## config.mk

```make
export PLATFORM = sky130hd
export DESIGN_NAME = multicycle_control_flat
export DESIGN_NICKNAME = d
export VERILOG_FILES = /design/src/rtl/multicycle_control_pkg.sv /design/src/rtl/multicycle_control_if.sv /design/src/rtl/multicycle_control_alu_decoder.sv /design/src/rtl/multicycle_control.sv /design/src/flat_wrapper.sv
export SDC_FILE = /design/constraint.sdc
export NUM_CORES = 1
export LEC_CHECK = 0
export BUFFER_PORTS_ARGS = -buffer_cell sky130_fd_sc_hd__buf_2
export CAP_MARGIN = 20
export CORE_ASPECT_RATIO = 1.75
export CORE_MARGIN = 2
export CORE_UTILIZATION = 30
export CTS_CLUSTER_DIAMETER = 30
export DETAILED_ROUTE_END_ITERATION = 12
export GPL_TIMING_DRIVEN = 1
export PLACE_DENSITY = 0.48
export SYNTH_ARGS = -nofsm -noshare
export SYNTH_HDL_FRONTEND = slang
export SYNTH_HIERARCHICAL = 1
export SYNTH_SLANG_ARGS = --single-unit
```

## constraint.sdc

```tcl
create_clock -name clk -period 5.7 [get_ports clk]
set_input_delay 0.285 -clock clk [delete_from_list [all_inputs] [get_ports clk]]
set_output_delay 0.285 -clock clk [all_outputs]
set_load 0.005 [all_outputs]
```

## src/rtl/multicycle_control_pkg.sv

```systemverilog
// Shared constants for the multi-cycle MIPS controller: opcode/funct codes,
// ALU operation encodings and the controller state encoding.
package mips_ctrl_pkg;

  localparam logic [5:0] OP_RTYPE = 6'h00;
  localparam logic [5:0] OP_LW    = 6'h23;
  localparam logic [5:0] OP_SW    = 6'h2B;
  localparam logic [5:0] OP_BEQ   = 6'h04;
  localparam logic [5:0] OP_J     = 6'h02;
  localparam logic [5:0] OP_ADDI  = 6'h08;

  localparam logic [5:0] FN_ADD = 6'h20;
  localparam logic [5:0] FN_SUB = 6'h22;
  localparam logic [5:0] FN_AND = 6'h24;
  localparam logic [5:0] FN_OR  = 6'h25;
  localparam logic [5:0] FN_SLT = 6'h2A;

  localparam logic [2:0] ALU_AND = 3'b000;
  localparam logic [2:0] ALU_OR  = 3'b001;
  localparam logic [2:0] ALU_ADD = 3'b010;
  localparam logic [2:0] ALU_SUB = 3'b110;
  localparam logic [2:0] ALU_SLT = 3'b111;

  // Explicit encodings keep the debug state output stable across tools.
  typedef enum logic [3:0] {
    FETCH     = 4'd0,
    DECODE    = 4'd1,
    MEM_ADDR  = 4'd2,
    MEM_READ  = 4'd3,
    MEM_WB    = 4'd4,
    MEM_WRITE = 4'd5,
    R_EXEC    = 4'd6,
    R_WB      = 4'd7,
    ADDI_EXEC = 4'd8,
    ADDI_WB   = 4'd9,
    BRANCH    = 4'd10,
    JUMP      = 4'd11,
    HALT      = 4'd12
  } state_t;

endpackage

```

## src/rtl/multicycle_control_if.sv

```systemverilog
// Bundle between the multi-cycle controller and the datapath.
// master: controller side (decoded fields/flags in, enables/selects out).
// slave : datapath side (the mirror image).
interface multicycle_control_if #(
  parameter int unsigned COUNT_WIDTH = 32
);
  logic [5:0]             opcode;
  logic [5:0]             funct;
  logic                   alu_zout;
  logic                   mem_ready;
  logic                   mem_read;
  logic                   mem_write;
  logic                   i_or_d;
  logic                   ir_write;
  logic                   pc_en;
  logic [1:0]             pc_source;
  logic                   reg_write;
  logic                   reg_dst;
  logic                   mem_to_reg;
  logic                   alu_src_a;
  logic [1:0]             alu_src_b;
  logic [2:0]             alu_op;
  logic                   halted;
  logic [COUNT_WIDTH-1:0] instr_count;
  logic [3:0]             state;

  modport master (
    input  opcode, funct, alu_zout, mem_ready,
    output mem_read, mem_write, i_or_d, ir_write, pc_en, pc_source,
           reg_write, reg_dst, mem_to_reg, alu_src_a, alu_src_b, alu_op,
           halted, instr_count, state
  );

  modport slave (
    output opcode, funct, alu_zout, mem_ready,
    input  mem_read, mem_write, i_or_d, ir_write, pc_en, pc_source,
           reg_write, reg_dst, mem_to_reg, alu_src_a, alu_src_b, alu_op,
           halted, instr_count, state
  );
endinterface

```

## src/rtl/multicycle_control_alu_decoder.sv

```systemverilog
// R-type funct field to ALU operation decoder.
// Ports: i_funct (instruction[5:0]), o_alu_op (ALU op code),
//        o_illegal (funct is not a supported R-type operation).
module alu_decoder
  import mips_ctrl_pkg::*;
(
  input  logic [5:0] i_funct,
  output logic [2:0] o_alu_op,
  output logic       o_illegal
);
  always_comb begin
    o_alu_op  = ALU_ADD;
    o_illegal = 1'b0;
    case (i_funct)
      FN_ADD:  o_alu_op = ALU_ADD;
      FN_SUB:  o_alu_op = ALU_SUB;
      FN_AND:  o_alu_op = ALU_AND;
      FN_OR:   o_alu_op = ALU_OR;
      FN_SLT:  o_alu_op = ALU_SLT;
      default: o_illegal = 1'b1;
    endcase
  end
endmodule

```

## src/rtl/multicycle_control.sv

```systemverilog
// Multi-cycle MIPS sequencing controller: state register, retired
// instruction counter and Moore output decode.
// Ports: clk, reset (sync, active-high), bus (master modport of
// multicycle_control_if carrying opcode/funct/alu_zout/mem_ready in and all
// datapath enables/selects, halted, instr_count and state out).
module multicycle_control
  import mips_ctrl_pkg::*;
#(
  parameter int unsigned COUNT_WIDTH = 32
) (
  input  logic clk,
  input  logic reset,
  multicycle_control_if.master bus
);
  state_t                 r_state;
  state_t                 w_next;
  logic [COUNT_WIDTH-1:0] r_count;
  logic [2:0]             w_dec_op;
  logic                   w_dec_illegal;

  logic       w_mem_read, w_mem_write, w_i_or_d, w_ir_write, w_pc_en;
  logic [1:0] w_pc_source, w_alu_src_b;
  logic       w_reg_write, w_reg_dst, w_mem_to_reg, w_alu_src_a;
  logic [2:0] w_alu_op;

  alu_decoder u_alu_decoder (
    .i_funct   (bus.funct),
    .o_alu_op  (w_dec_op),
    .o_illegal (w_dec_illegal)
  );

  always_comb begin
    w_next = r_state;
    case (r_state)
      FETCH:     if (bus.mem_ready) w_next = DECODE;
      DECODE: begin
        case (bus.opcode)
          OP_LW, OP_SW: w_next = MEM_ADDR;
          OP_RTYPE:     w_next = R_EXEC;
          OP_ADDI:      w_next = ADDI_EXEC;
          OP_BEQ:       w_next = BRANCH;
          OP_J:         w_next = JUMP;
          default:      w_next = HALT;
        endcase
      end
      // Only lw/sw reach MEM_ADDR, so a non-lw opcode here is sw.
      MEM_ADDR:  w_next = (bus.opcode == OP_LW) ? MEM_READ : MEM_WRITE;
      MEM_READ:  if (bus.mem_ready) w_next = MEM_WB;
      MEM_WB:    w_next = FETCH;
      MEM_WRITE: if (bus.mem_ready) w_next = FETCH;
      R_EXEC:    w_next = w_dec_illegal ? HALT : R_WB;
      R_WB:      w_next = FETCH;
      ADDI_EXEC: w_next = ADDI_WB;
      ADDI_WB:   w_next = FETCH;
      BRANCH:    w_next = FETCH;
      JUMP:      w_next = FETCH;
      HALT:      w_next = HALT;
      default:   w_next = HALT;
    endcase
  end

  // An instruction retires on any non-FETCH -> FETCH transition; HALT never
  // returns to FETCH except through reset, so it can never count.
  always_ff @(posedge clk) begin
    if (reset) begin
      r_state <= FETCH;
      r_count <= '0;
    end else begin
      r_state <= w_next;
      if ((r_state != FETCH) && (w_next == FETCH))
        r_count <= r_count + COUNT_WIDTH'(1);
    end
  end

  always_comb begin
    w_mem_read   = 1'b0;
    w_mem_write  = 1'b0;
    w_i_or_d     = 1'b0;
    w_ir_write   = 1'b0;
    w_pc_en      = 1'b0;
    w_pc_source  = 2'b00;
    w_reg_write  = 1'b0;
    w_reg_dst    = 1'b0;
    w_mem_to_reg = 1'b0;
    w_alu_src_a  = 1'b0;
    w_alu_src_b  = 2'b00;
    w_alu_op     = 3'b000;
    case (r_state)
      FETCH: begin
        w_mem_read  = 1'b1;
        w_alu_src_b = 2'b01;
        w_alu_op    = ALU_ADD;
        w_ir_write  = bus.mem_ready;
        w_pc_en     = bus.mem_ready;
      end
      DECODE: begin
        w_alu_src_b = 2'b11;
        w_alu_op    = ALU_ADD;
      end
      MEM_ADDR, ADDI_EXEC: begin
        w_alu_src_a = 1'b1;
        w_alu_src_b = 2'b10;
        w_alu_op    = ALU_ADD;
      end
      MEM_READ: begin
        w_mem_read = 1'b1;
        w_i_or_d   = 1'b1;
      end
      MEM_WB: begin
        w_reg_write  = 1'b1;
        w_mem_to_reg = 1'b1;
      end
      MEM_WRITE: begin
        w_mem_write = 1'b1;
        w_i_or_d    = 1'b1;
      end
      R_EXEC: begin
        w_alu_src_a = 1'b1;
        w_alu_op    = w_dec_op;
      end
      R_WB: begin
        w_reg_write = 1'b1;
        w_reg_dst   = 1'b1;
      end
      ADDI_WB:   w_reg_write = 1'b1;
      BRANCH: begin
        w_alu_src_a = 1'b1;
        w_alu_op    = ALU_SUB;
        w_pc_source = 2'b01;
        w_pc_en     = bus.alu_zout;
      end
      JUMP: begin
        w_pc_en     = 1'b1;
        w_pc_source = 2'b10;
      end
      default: ;
    endcase
    // Reset aborts whatever is in flight: nothing may be requested or
    // written in the reset cycle.
    if (reset) begin
      w_mem_read   = 1'b0;
      w_mem_write  = 1'b0;
      w_i_or_d     = 1'b0;
      w_ir_write   = 1'b0;
      w_pc_en      = 1'b0;
      w_pc_source  = 2'b00;
      w_reg_write  = 1'b0;
      w_reg_dst    = 1'b0;
      w_mem_to_reg = 1'b0;
      w_alu_src_a  = 1'b0;
      w_alu_src_b  = 2'b00;
      w_alu_op     = 3'b000;
    end
  end

  assign bus.mem_read    = w_mem_read;
  assign bus.mem_write   = w_mem_write;
  assign bus.i_or_d      = w_i_or_d;
  assign bus.ir_write    = w_ir_write;
  assign bus.pc_en       = w_pc_en;
  assign bus.pc_source   = w_pc_source;
  assign bus.reg_write   = w_reg_write;
  assign bus.reg_dst     = w_reg_dst;
  assign bus.mem_to_reg  = w_mem_to_reg;
  assign bus.alu_src_a   = w_alu_src_a;
  assign bus.alu_src_b   = w_alu_src_b;
  assign bus.alu_op      = w_alu_op;
  assign bus.halted      = (r_state == HALT);
  assign bus.instr_count = r_count;
  assign bus.state       = r_state;

endmodule

```

## src/flat_wrapper.sv

```systemverilog
// flat-port wrapper written by rule: the top's interface ports become plain ports
module multicycle_control_flat import mips_ctrl_pkg::*;
#(
  parameter int unsigned COUNT_WIDTH = 32
)
  (clk, reset, bus_opcode, bus_funct, bus_alu_zout, bus_mem_ready, bus_mem_read, bus_mem_write, bus_i_or_d, bus_ir_write, bus_pc_en, bus_pc_source, bus_reg_write, bus_reg_dst, bus_mem_to_reg, bus_alu_src_a, bus_alu_src_b, bus_alu_op, bus_halted, bus_instr_count, bus_state);
  multicycle_control_if #(.COUNT_WIDTH(COUNT_WIDTH)) bus_i ();
  input  logic clk;
  input  logic reset;
  input wire logic [$bits(bus_i.opcode)-1:0] bus_opcode;
  input wire logic [$bits(bus_i.funct)-1:0] bus_funct;
  input wire logic [$bits(bus_i.alu_zout)-1:0] bus_alu_zout;
  input wire logic [$bits(bus_i.mem_ready)-1:0] bus_mem_ready;
  output wire logic [$bits(bus_i.mem_read)-1:0] bus_mem_read;
  output wire logic [$bits(bus_i.mem_write)-1:0] bus_mem_write;
  output wire logic [$bits(bus_i.i_or_d)-1:0] bus_i_or_d;
  output wire logic [$bits(bus_i.ir_write)-1:0] bus_ir_write;
  output wire logic [$bits(bus_i.pc_en)-1:0] bus_pc_en;
  output wire logic [$bits(bus_i.pc_source)-1:0] bus_pc_source;
  output wire logic [$bits(bus_i.reg_write)-1:0] bus_reg_write;
  output wire logic [$bits(bus_i.reg_dst)-1:0] bus_reg_dst;
  output wire logic [$bits(bus_i.mem_to_reg)-1:0] bus_mem_to_reg;
  output wire logic [$bits(bus_i.alu_src_a)-1:0] bus_alu_src_a;
  output wire logic [$bits(bus_i.alu_src_b)-1:0] bus_alu_src_b;
  output wire logic [$bits(bus_i.alu_op)-1:0] bus_alu_op;
  output wire logic [$bits(bus_i.halted)-1:0] bus_halted;
  output wire logic [$bits(bus_i.instr_count)-1:0] bus_instr_count;
  output wire logic [$bits(bus_i.state)-1:0] bus_state;
  assign bus_i.opcode = bus_opcode;
  assign bus_i.funct = bus_funct;
  assign bus_i.alu_zout = bus_alu_zout;
  assign bus_i.mem_ready = bus_mem_ready;
  assign bus_mem_read = bus_i.mem_read;
  assign bus_mem_write = bus_i.mem_write;
  assign bus_i_or_d = bus_i.i_or_d;
  assign bus_ir_write = bus_i.ir_write;
  assign bus_pc_en = bus_i.pc_en;
  assign bus_pc_source = bus_i.pc_source;
  assign bus_reg_write = bus_i.reg_write;
  assign bus_reg_dst = bus_i.reg_dst;
  assign bus_mem_to_reg = bus_i.mem_to_reg;
  assign bus_alu_src_a = bus_i.alu_src_a;
  assign bus_alu_src_b = bus_i.alu_src_b;
  assign bus_alu_op = bus_i.alu_op;
  assign bus_halted = bus_i.halted;
  assign bus_instr_count = bus_i.instr_count;
  assign bus_state = bus_i.state;
  multicycle_control #(.COUNT_WIDTH(COUNT_WIDTH)) u_core (.clk(clk), .reset(reset), .bus(bus_i));
endmodule
```

-- Word-level counts from Yosys, hierarchy flattened
Index checks and enable logic that the tools add are counted.
W data, S select, Z words.
- output and inout bits: 53
- logic and storage cells: 71
- bits in registers: 36
- input bits: 16
- add/subtract/negate cells: 1
- muxes and demuxes: 32
- reduce and logical (&&, ||, !) cells: 14
- equality and inequality tests: 22
- operator list (cell ; number):
    $eq A6 B6 Y1 const B ; 7
    $add A32 B1 Y32 const B ; 1
    $pmux W4 S8 ; 1
    $eq A4 B4 Y1 const B ; 5
    $pmux W4 S5 ; 1
    $mux W1 ; 17
    $eq A4 B3 Y1 const B ; 4
    $mux W4 ; 4
    $pmux W3 S4 ; 1
    $reduce_or A5 Y1 ; 2
    $pmux W3 S3 ; 1
    $eq A4 B2 Y1 const B ; 2
    $logic_not A4 Y1 ; 2
    $reduce_or A2 Y1 ; 4
    $reduce_or A4 Y1 ; 2
    $eq A6 B2 Y1 const B ; 1
    $eq A6 B3 Y1 const B ; 1
    $eq A6 B4 Y1 const B ; 1
    $logic_not A6 Y1 ; 1
    $mux W3 ; 2
    $pmux W2 S3 ; 1
    $eq A4 B1 Y1 const B ; 1
    $mux W2 ; 2
    $pmux W2 S2 ; 1
    other kinds (4) ; 4

-- Depth between registers and ports, before layout
Gate-level depths: netlist of the first run.
- word-level depth: 6
- mapped depth: 10
- gate-level depth less buffers: 8

-- Hierarchy
The synthesis of the first run kept the hierarchy.
- modules (own cells, without submodules) (module ; area an instance (µm²) ; sequential area each (µm²) ; times used ; cells each):
    multicycle_control ; 2228.4 ; 720.7 ; 1 ; 292
    alu_decoder ; 83.8 ; 0.0 ; 1 ; 10

-- Worst setup path after synthesis of the first run
OpenSTA, ideal clock, no wires.
- kind: in2reg
- start point: input port bus_funct[4]
- end point: register u_core.r_count[1], in the netlist u_core/bus.instr_count[1]
- required time: 5.572 ns
- setup time: 0.128 ns
- cell stages on the path: 10
- buffers on the path: 2
- path slack: 3.505 ns
- arrival time: 2.067 ns
- cell sequence: and2b_2 -> nand3_1 -> or3b_2 -> a21oi_1 -> a311oi_2 -> nand4_2 -> buf_2 -> buf_2 -> mux2i_1 -> nor2_1
- word-level cells in the longest chain between the ends: 6
- elaborated cells between the ends (all ways): 10
- classes of those cells: eq/ne (5); mux (2); reduce/logical (3)
- RTL lines (item ; line ; text):
    start: declaration ; flat_wrapper.sv:11 ; input wire logic [$bits(bus_i.funct)-1:0] bus_funct;
    $eq A6 B6 Y1 ; multicycle_control_alu_decoder.sv:14 ; case (i_funct)
    $reduce_or A5 Y1 (no line) * ; n/a ;
    $mux W4 * ; multicycle_control.sv:51 ; R_EXEC: w_next = w_dec_illegal ? HALT : R_WB;
    $pmux W4 S8 * ; multicycle_control.sv:34 ; case (r_state)
    $logic_not A4 Y1 * ; multicycle_control.sv:70 ; if ((r_state != FETCH) && (w_next == FETCH))
    $logic_and A1 B1 Y1 * ; multicycle_control.sv:70 ;
    end signal: assignment ; multicycle_control.sv:71 ; r_count <= r_count + COUNT_WIDTH'(1);
    end: declaration ; multicycle_control.sv:17 ; logic [COUNT_WIDTH-1:0] r_count;
Mark *: on every way between the ends. The rest lies on a longest branch, timed or not.
A chain may end at the register's enable or synchronous reset.

-- Final worst setup path of the first run
- start point: register u_core.r_state[3], in the netlist u_core/bus.state[3]
- end point: register u_core.r_count[27], in the netlist u_core/bus.instr_count[27]
- word-level cells in the longest chain between the ends: 5
- elaborated cells between the ends (all ways): 20
- classes of those cells: eq/ne (11); mux (4); reduce/logical (5)
- RTL lines (item ; line ; text):
    start: declaration ; multicycle_control.sv:15 ; state_t r_state;
    start signal: assignment ; multicycle_control.sv:69 ; r_state <= w_next;
    $eq A4 B4 Y1 or $eq A4 B3 Y1 (tied branches) ; multicycle_control.sv:34 ;
    $reduce_or A5 Y1 (no line) ; n/a ;
    $pmux W4 S8 ; multicycle_control.sv:34 ;
    $logic_not A4 Y1 ; multicycle_control.sv:70 ;
    $logic_and A1 B1 Y1 * ; multicycle_control.sv:70 ;
Marks and branches as above.

==> qor.csv, run 1 <==
stage,metric,value,unit
floorplan,die width,70.37,µm
placement,hpwl dp,4.977,mm
drt,vias,2501,
logic_synthesis,Yosys cell types,52,
drt,Detailed Routing Iterations Pass 1,4,
global_route,gr usage total,16.58,%
placement,dpl cells,435,
worst_hold_path,class of the worst hold path,in2reg,
drt,Iter 0 DRT Violations,139,
clocking,Clock Path Buffers,2,
clocking,clock insertion delay at the later pin of the skew report,280,ps
setup_path,reg2reg start,u_core/bus.state[3],
sta,clock skew,4.737,ps
cells_and_area,proportion of layout cells with a drive suffix above 1,23.38,%
logic_synthesis,synth top area cells,"dfxtp_1 (31%), a21oi_1 (8.4%), o31ai_1 (5.5%)",
floorplan,Core ar.,0.007515,mm²
clocking,Clock Pin Slew Worst Setup and Hold Paths,60,ps
setup_path,worst endpoint data arrival time,2950,ps
logic_synthesis,Post-Syn Area,0.002312,mm²
clocking,# hold bufs at CTS,0,
flow_run,max cap viols,0,
clocking,Post-CTS Setup Inserts,0,
clocking,Root Driver,clkbuf_16,
clocking,CTS Buf Count,5,
drt,Final ANT Viol Nets,0,
floorplan,Ports,69,
sta,Least-Margin Pin Slew,956.0,ps
setup_path,cell mode on critical path,a21oi_1,
setup_path,FF-to-FF setup slack,2950,ps
cells_and_area,Final Non-Filler Cells,443,
global_route,largest net degree at the start of global routing,63,
placement,I/O Buffers,68,
power,VDD IR max,107.2,µV
placement,gpl congestion,0.7648,
setup_path,worst path bufs/invs,1,
global_route,first-pass GRT wire length,11.33,mm
drt,routed len/inst,15.95,µm
global_route,initial antenna violation count,0,
setup_path,CP top delay family,simple AND/OR/NAND/NOR gates,
setup_path,CP max stage cell,dfxtp_1,
floorplan,Initial Util,30.77,%
logic_synthesis,Yosys reg bits,36,
clocking,cts repair resizes,0,
setup_path,critical path launch point,u_core/bus.state[3],
cells_and_area,diodes inserted,0,
global_route,vias in the first global route,2247,
logic_synthesis,Mapped Cells,302,
floorplan,row count,42,
sta,period utilization,48.17,%
power,Total Power,637.9,µW
logic_synthesis,ys async rst share,0,%
sta,Max Fclk,364.2,MHz
sta,Slew headroom,36.27,%
global_route,total grt overflow,0,
setup_path,Reg-to-Reg End,u_core/bus.instr_count[27],
clocking,TritonCTS clock tree,yes,
sta,Tmin final,2746,ps
sta,Fin. Hold Viols,0,
power,LEAKAGE,0.001054,µW
logic_synthesis,Syn Nets,319,
setup_path,r2r worst-path depth,7,
drt,Vias/cell,5.646,
sta,post-route setup TNS,0,ps
logic_synthesis,Synth top area share,31.17,%
setup_path,Required @ worst endpoint,5900,ps
sta,RSZ-0062 raised after global routing,no,
logic_synthesis,syn_area_per_cell,7.656,µm²
logic_synthesis,prevailing post-synth register cell,dfxtp_1,
drt,routed wire length,7.065,mm
setup_path,number of stages on the worst setup path,7,
cells_and_area,synthesis-to-finish area growth,21.10,%
drt,number of remaining DRC errors,0,
setup_path,Crit Path Class,reg2reg,
floorplan,die area,0.008453,mm²
logic_synthesis,yosys warns,6,
logic_synthesis,register area share after synthesis,31.17,%
outcome,outcome,"finished, final reports clean",
cells_and_area,Nets,371,
logic_synthesis,"area leader, netlist",dfxtp_1,
clocking,Clock H-tree levels,2,
setup_path,Worst path max stage delay,800,ps
floorplan,Die H,120.1,µm
power,Pwr per Cell Area,227.8,mW/mm²
setup_path,CP max FO,62,
cells_and_area,fillers,822,
setup_path,Startpoint Class,flop,
setup_path,end of the critical path,u_core/bus.instr_count[27],
logic_synthesis,Post-synth EDFFs,0,
setup_path,CP Cell Sequence,nor2_1 -> a31o_2 -> a21oi_1 -> nand4_2 -> buf_4 -> or4_1 -> a21oi_1,
clocking,CTS sink cnt,36,
sta,total count of max-transition violations in the final report,0,
sta,final setup vio count,0,
setup_path,crit path capture type,flop,
## cells in the mapped netlist (2+ instances only)
| master | n |
|---|---|
| a211oi_1 | 2 |
| a21oi_1 | 39 |
| a22o_1 | 2 |
| and3_1 | 4 |
| and4_1 | 4 |
| and4bb_1 | 2 |
| buf_2 | 9 |
| buf_6 | 2 |
| clkbuf_1 | 12 |
| dfxtp_1 | 36 |
| inv_1 | 9 |
| mux2i_1 | 2 |
| nand2_1 | 19 |
| nand2b_1 | 6 |
| nand3_1 | 16 |
| nand3b_1 | 2 |
| nand4_1 | 7 |
| nor2_1 | 15 |
| nor2b_1 | 2 |
| nor3_1 | 10 |
| nor4_1 | 7 |
| o211ai_1 | 2 |
| o21a_1 | 2 |
| o21ai_0 | 16 |
| o22a_1 | 2 |
| o31ai_1 | 17 |
| or3_1 | 13 |
| or3b_2 | 2 |
| or4_1 | 17 |
| xor2_1 | 2 |
## registers in the layout, indices dropped and copies added (netlist names)
| signal | flops |
|---|---|
| u_core/bus.state | 4 |
| u_core/bus.instr_count | 32 |
## area by class of cell
class | instances | area, µm² | share of cell area [%]
multi-input cells | 233 | 1441 | 51.47
flip-flops and latches | 36 | 720.7 | 25.74
repair buffers | 69 | 347.8 | 12.42
clock buffers | 8 | 146.4 | 5.228
well taps | 88 | 110.1 | 3.932
inverters | 9 | 33.78 | 1.206
## cell usage in the layout, fill, tap and decap left out, drive strengths merged, types with 3 or more instances in the layout
cell type   n
inv         9
buf        69
clkbuf      8
nand4       8
o21ai      16
and4        4
a21oi      39
and4bb      3
dfxtp      36
nand3      16
nor4        7
or3        13
nor2       15
or4        17
nor3       10
nand2b      6
nand2      19
and3        5
o31ai      17
## cells by family (layout without fill, tap and decap cells)
logic type	Yosys count	in the layout	share of synthesized area [%]
xor gates and xnor gates	3	3	1.137
AOI/OAI and AO/OA	93	93	25.22
adders and majority gates	1	1	0.5410
DFF	36	36	31.17
buffers and inverters	33	86	6.493
and+or+nand+nor	134	134	34.58
muxes	2	2	0.8658
## worst min path at each step
stage                               startpoint                    endpoint  slack (ps)  cells past startpoint
floorplan           u_core/bus.instr_count[31]  u_core/bus.instr_count[31]         470                      2
global placement    u_core/bus.instr_count[31]  u_core/bus.instr_count[31]         460                      2
finish                           bus_opcode[4]         u_core/bus.state[1]         390                      4
detailed placement  u_core/bus.instr_count[31]  u_core/bus.instr_count[31]         470                      2
CTS                              bus_opcode[4]         u_core/bus.state[1]         380                      4
global route                     bus_opcode[4]         u_core/bus.state[1]         400                      4
## where the power goes
part	switching, µW	total, µW	internal [µW]
logic	54.3	88.9	34.7
registers	15.4	271	256
clock network	104	278	174
## routing by layer
layer  routed length, µm  track usage [%]  up-vias  part of all wire [%]
met3                 260            3.023        6                   3.7
li1                    -                -     1261                     -
met5                   0                0        -                     0
met1                2926            19.54     1178                    41
met2                3769            29.54       56                    53
met4                 108            5.769        0                   1.5
## per-stage QoR
step | hold WS (ps) | worst slack [ps] | utilization, % | area (µm²)
global placement | 462.7 | 2981 | 35.31 | 2654
finish | 385.5 | 2954 | 37.26 | 2800
detailed placement | 471.6 | 2948 | 35.31 | 2654
CTS | 377.1 | 2926 | 37.26 | 2800
floorplan | 468.2 | 3505 | - | 2312
global route | 404.5 | 2694 | 37.26 | 2800
## worst register-to-register path, cell delays in order (launching register included)
cell and delay (ps):
dfxtp_1 800, nor2_1 140, a31o_2 280, a21oi_1 280, nand4_2 130, buf_4 310, or4_1 570, a21oi_1 150
Note: power is estimated with default switching activity, not from simulation.
==> run 2: changes to the inputs <==
- clock period: 5.7 -> 2.6 ns (I/O delays scaled with it)
==> qor.csv, run 2 (synthesized netlist as in run 1, its figures left out) <==
stage,metric,value,unit
placement,gpl congestion,0.8249,
setup_path,reg2reg start,u_core/bus.state[0],
clocking,clock insertion delay at the later pin of the skew report,280,ps
sta,Least-Margin Pin Slew,631.3,ps
setup_path,r2r worst-path depth,7,
worst_hold_path,class of the worst hold path,in2reg,
global_route,initial antenna violation count,0,
setup_path,worst path bufs/invs,1,
drt,routed wire length,7.292,mm
placement,pre-CTS WS,246.2,ps
drt,vias,2566,
drt,routed len/inst,16.03,µm
clocking,cts repair resizes,0,
setup_path,Crit Path Class,reg2reg,
clocking,Clock Pin Slew Worst Setup and Hold Paths,60,ps
setup_path,CP Cell Sequence,nor2b_1 -> and4_1 -> a311oi_2 -> nand4_2 -> buf_12 -> or4_1 -> a21oi_1,
sta,Max Fclk,422.1,MHz
placement,hpwl dp,5.317,mm
setup_path,Startpoint Class,flop,
sta,Final WS setup,231.1,ps
cells_and_area,Nets,383,
floorplan,Die H,120.1,µm
flow_run,max cap viols,0,
cells_and_area,synthesis-to-finish area growth,26.46,%
sta,post-route setup TNS,0,ps
setup_path,CP max FO,62,
sta,total count of max-transition violations in the final report,0,
global_route,total grt overflow,0,
drt,Final ANT Viol Nets,0,
sta,Slew headroom,57.32,%
cells_and_area,most frequent cells in the layout,"buf_2 (68), a21oi_1 (39), dfxtp_1 (36)",
global_route,first-pass GRT wire length,11.65,mm
sta,final setup vio count,0,
clocking,Clock Path Buffers,2,
floorplan,die width,70.37,µm
sta,clock skew,6.951,ps
cells_and_area,fillers,800,
clocking,Clock H-tree levels,2,
setup_path,number of stages on the worst setup path,7,
power,Pwr per Cell Area,514.1,mW/mm²
placement,I/O Buffers,68,
clocking,TritonCTS clock tree,yes,
outcome,outcome,"finished, final reports clean",
setup_path,Reg-to-Reg End,u_core/bus.instr_count[14],
sta,RSZ-0062 raised after global routing,no,
drt,Vias/cell,5.640,
sta,period utilization,91.11,%
floorplan,Core ar.,0.007515,mm²
placement,dpl cells,447,
setup_path,Required @ worst endpoint,2810,ps
cells_and_area,Final Non-Filler Cells,455,
cells_and_area,proportion of layout cells with a drive suffix above 1,26.43,%
drt,number of remaining DRC errors,0,
drt,Iter 0 DRT Violations,124,
setup_path,end of the critical path,u_core/bus.instr_count[14],
clocking,CTS sink cnt,36,
cells_and_area,diodes inserted,0,
setup_path,critical path launch point,u_core/bus.state[0],
clocking,# hold bufs at CTS,0,
setup_path,FF-to-FF setup slack,230,ps
clocking,Root Driver,clkbuf_16,
setup_path,CP max stage cell,dfxtp_1,
cells_and_area,max reg flops,32,
power,LEAKAGE,0.001130,µW
setup_path,worst endpoint data arrival time,2580,ps
cells_and_area,"commonest non-fill, non-tap cell in the layout",buf_2,
clocking,CTS Buf Count,5,
sta,Fin. Hold Viols,0,
setup_path,Worst path max stage delay,550,ps
clocking,Post-CTS Setup Inserts,0,
power,VDD IR max,314.1,µV
floorplan,Ports,69,
floorplan,Initial Util,30.77,%
floorplan,row count,42,
setup_path,crit path capture type,flop,
global_route,largest net degree at the start of global routing,63,
floorplan,die area,0.008453,mm²
setup_path,CP top delay family,simple AND/OR/NAND/NOR gates,
drt,Detailed Routing Iterations Pass 1,4,
global_route,vias in the first global route,2387,
sta,Tmin final,2369,ps
global_route,gr usage total,17.00,%
[run 2: cell count changes in the layout (fill, tap and decap cells not counted)]
cell	before	now
buf_12	0	1
buf_4	1	12
bufinv_16	0	1
clkbuf_1	2	0
clkbuf_8	1	0
clkinv_2	0	1
clkinvlp_4	0	1
[run 2: how the worst min path moves through the flow]
stage               slack, ps  cells after the start                          to                  startpoint
CTS                       240                      4         u_core/bus.state[1]               bus_opcode[4]
floorplan                 300                      1            bus_pc_source[0]                       reset
global placement          470                      2  u_core/bus.instr_count[31]  u_core/bus.instr_count[31]
finish                    240                      4         u_core/bus.state[1]               bus_opcode[4]
detailed placement        480                      2  u_core/bus.instr_count[31]  u_core/bus.instr_count[31]
global route              250                      4         u_core/bus.state[1]               bus_opcode[4]
[run 2: final cells by class]
class | instances | area, µm² | share of cell area (%)
inverter | 9 | 33.78 | 1.155
tap | 88 | 110.1 | 3.766
timing repair buffer | 81 | 450.4 | 15.40
clock buffer | 5 | 125.1 | 4.279
sequential | 36 | 720.7 | 24.65
clock inverter | 3 | 42.54 | 1.455
multi-input combinational | 233 | 1441 | 49.29
[run 2: metal layers]
layer / vias up / global-route usage (%) / wire, µm
met3: 17 / 3.107 / 274
met1: 1198 / 18.20 / 2899
met2: 63 / 31.49 / 3924
li1: 1288 / - / -
met4: 0 / 7.692 / 193
met5: - / 0 / 0
[run 2: metrics by stage]
step | total power (µW) | instance area (µm²) | utilization, % | hold slack, ps
2_1_floorplan | 741.1 | 2312 | - | 304.7
3_3_place_gp | 824.9 | 2756 | 36.68 | 467.2
3_5_place_dp | 823.9 | 2756 | 36.68 | 478.5
4_1_cts | 1517 | 2924 | 38.91 | 236.8
5_1_grt | 1565 | 2924 | 38.91 | 250.2
6_report | 1503 | 2924 | 38.91 | 238.1
[run 2: power by group]
group | switching (µW) | internal (µW) | leakage (µW)
combinational | 141 | 93.5 | 0.000760
sequential | 18.3 | 560 | 0.000290
clock | 240 | 450 | 0.0000798
total | 399 | 1100 | 0.00113
[run 2: worst register-to-register path, stage by stage (launching register included)]
cell,delay (ps)
dfxtp_1,550
nor2b_1,170
and4_1,190
a311oi_2,310
nand4_2,160
buf_12,230
or4_1,540
a21oi_1,150
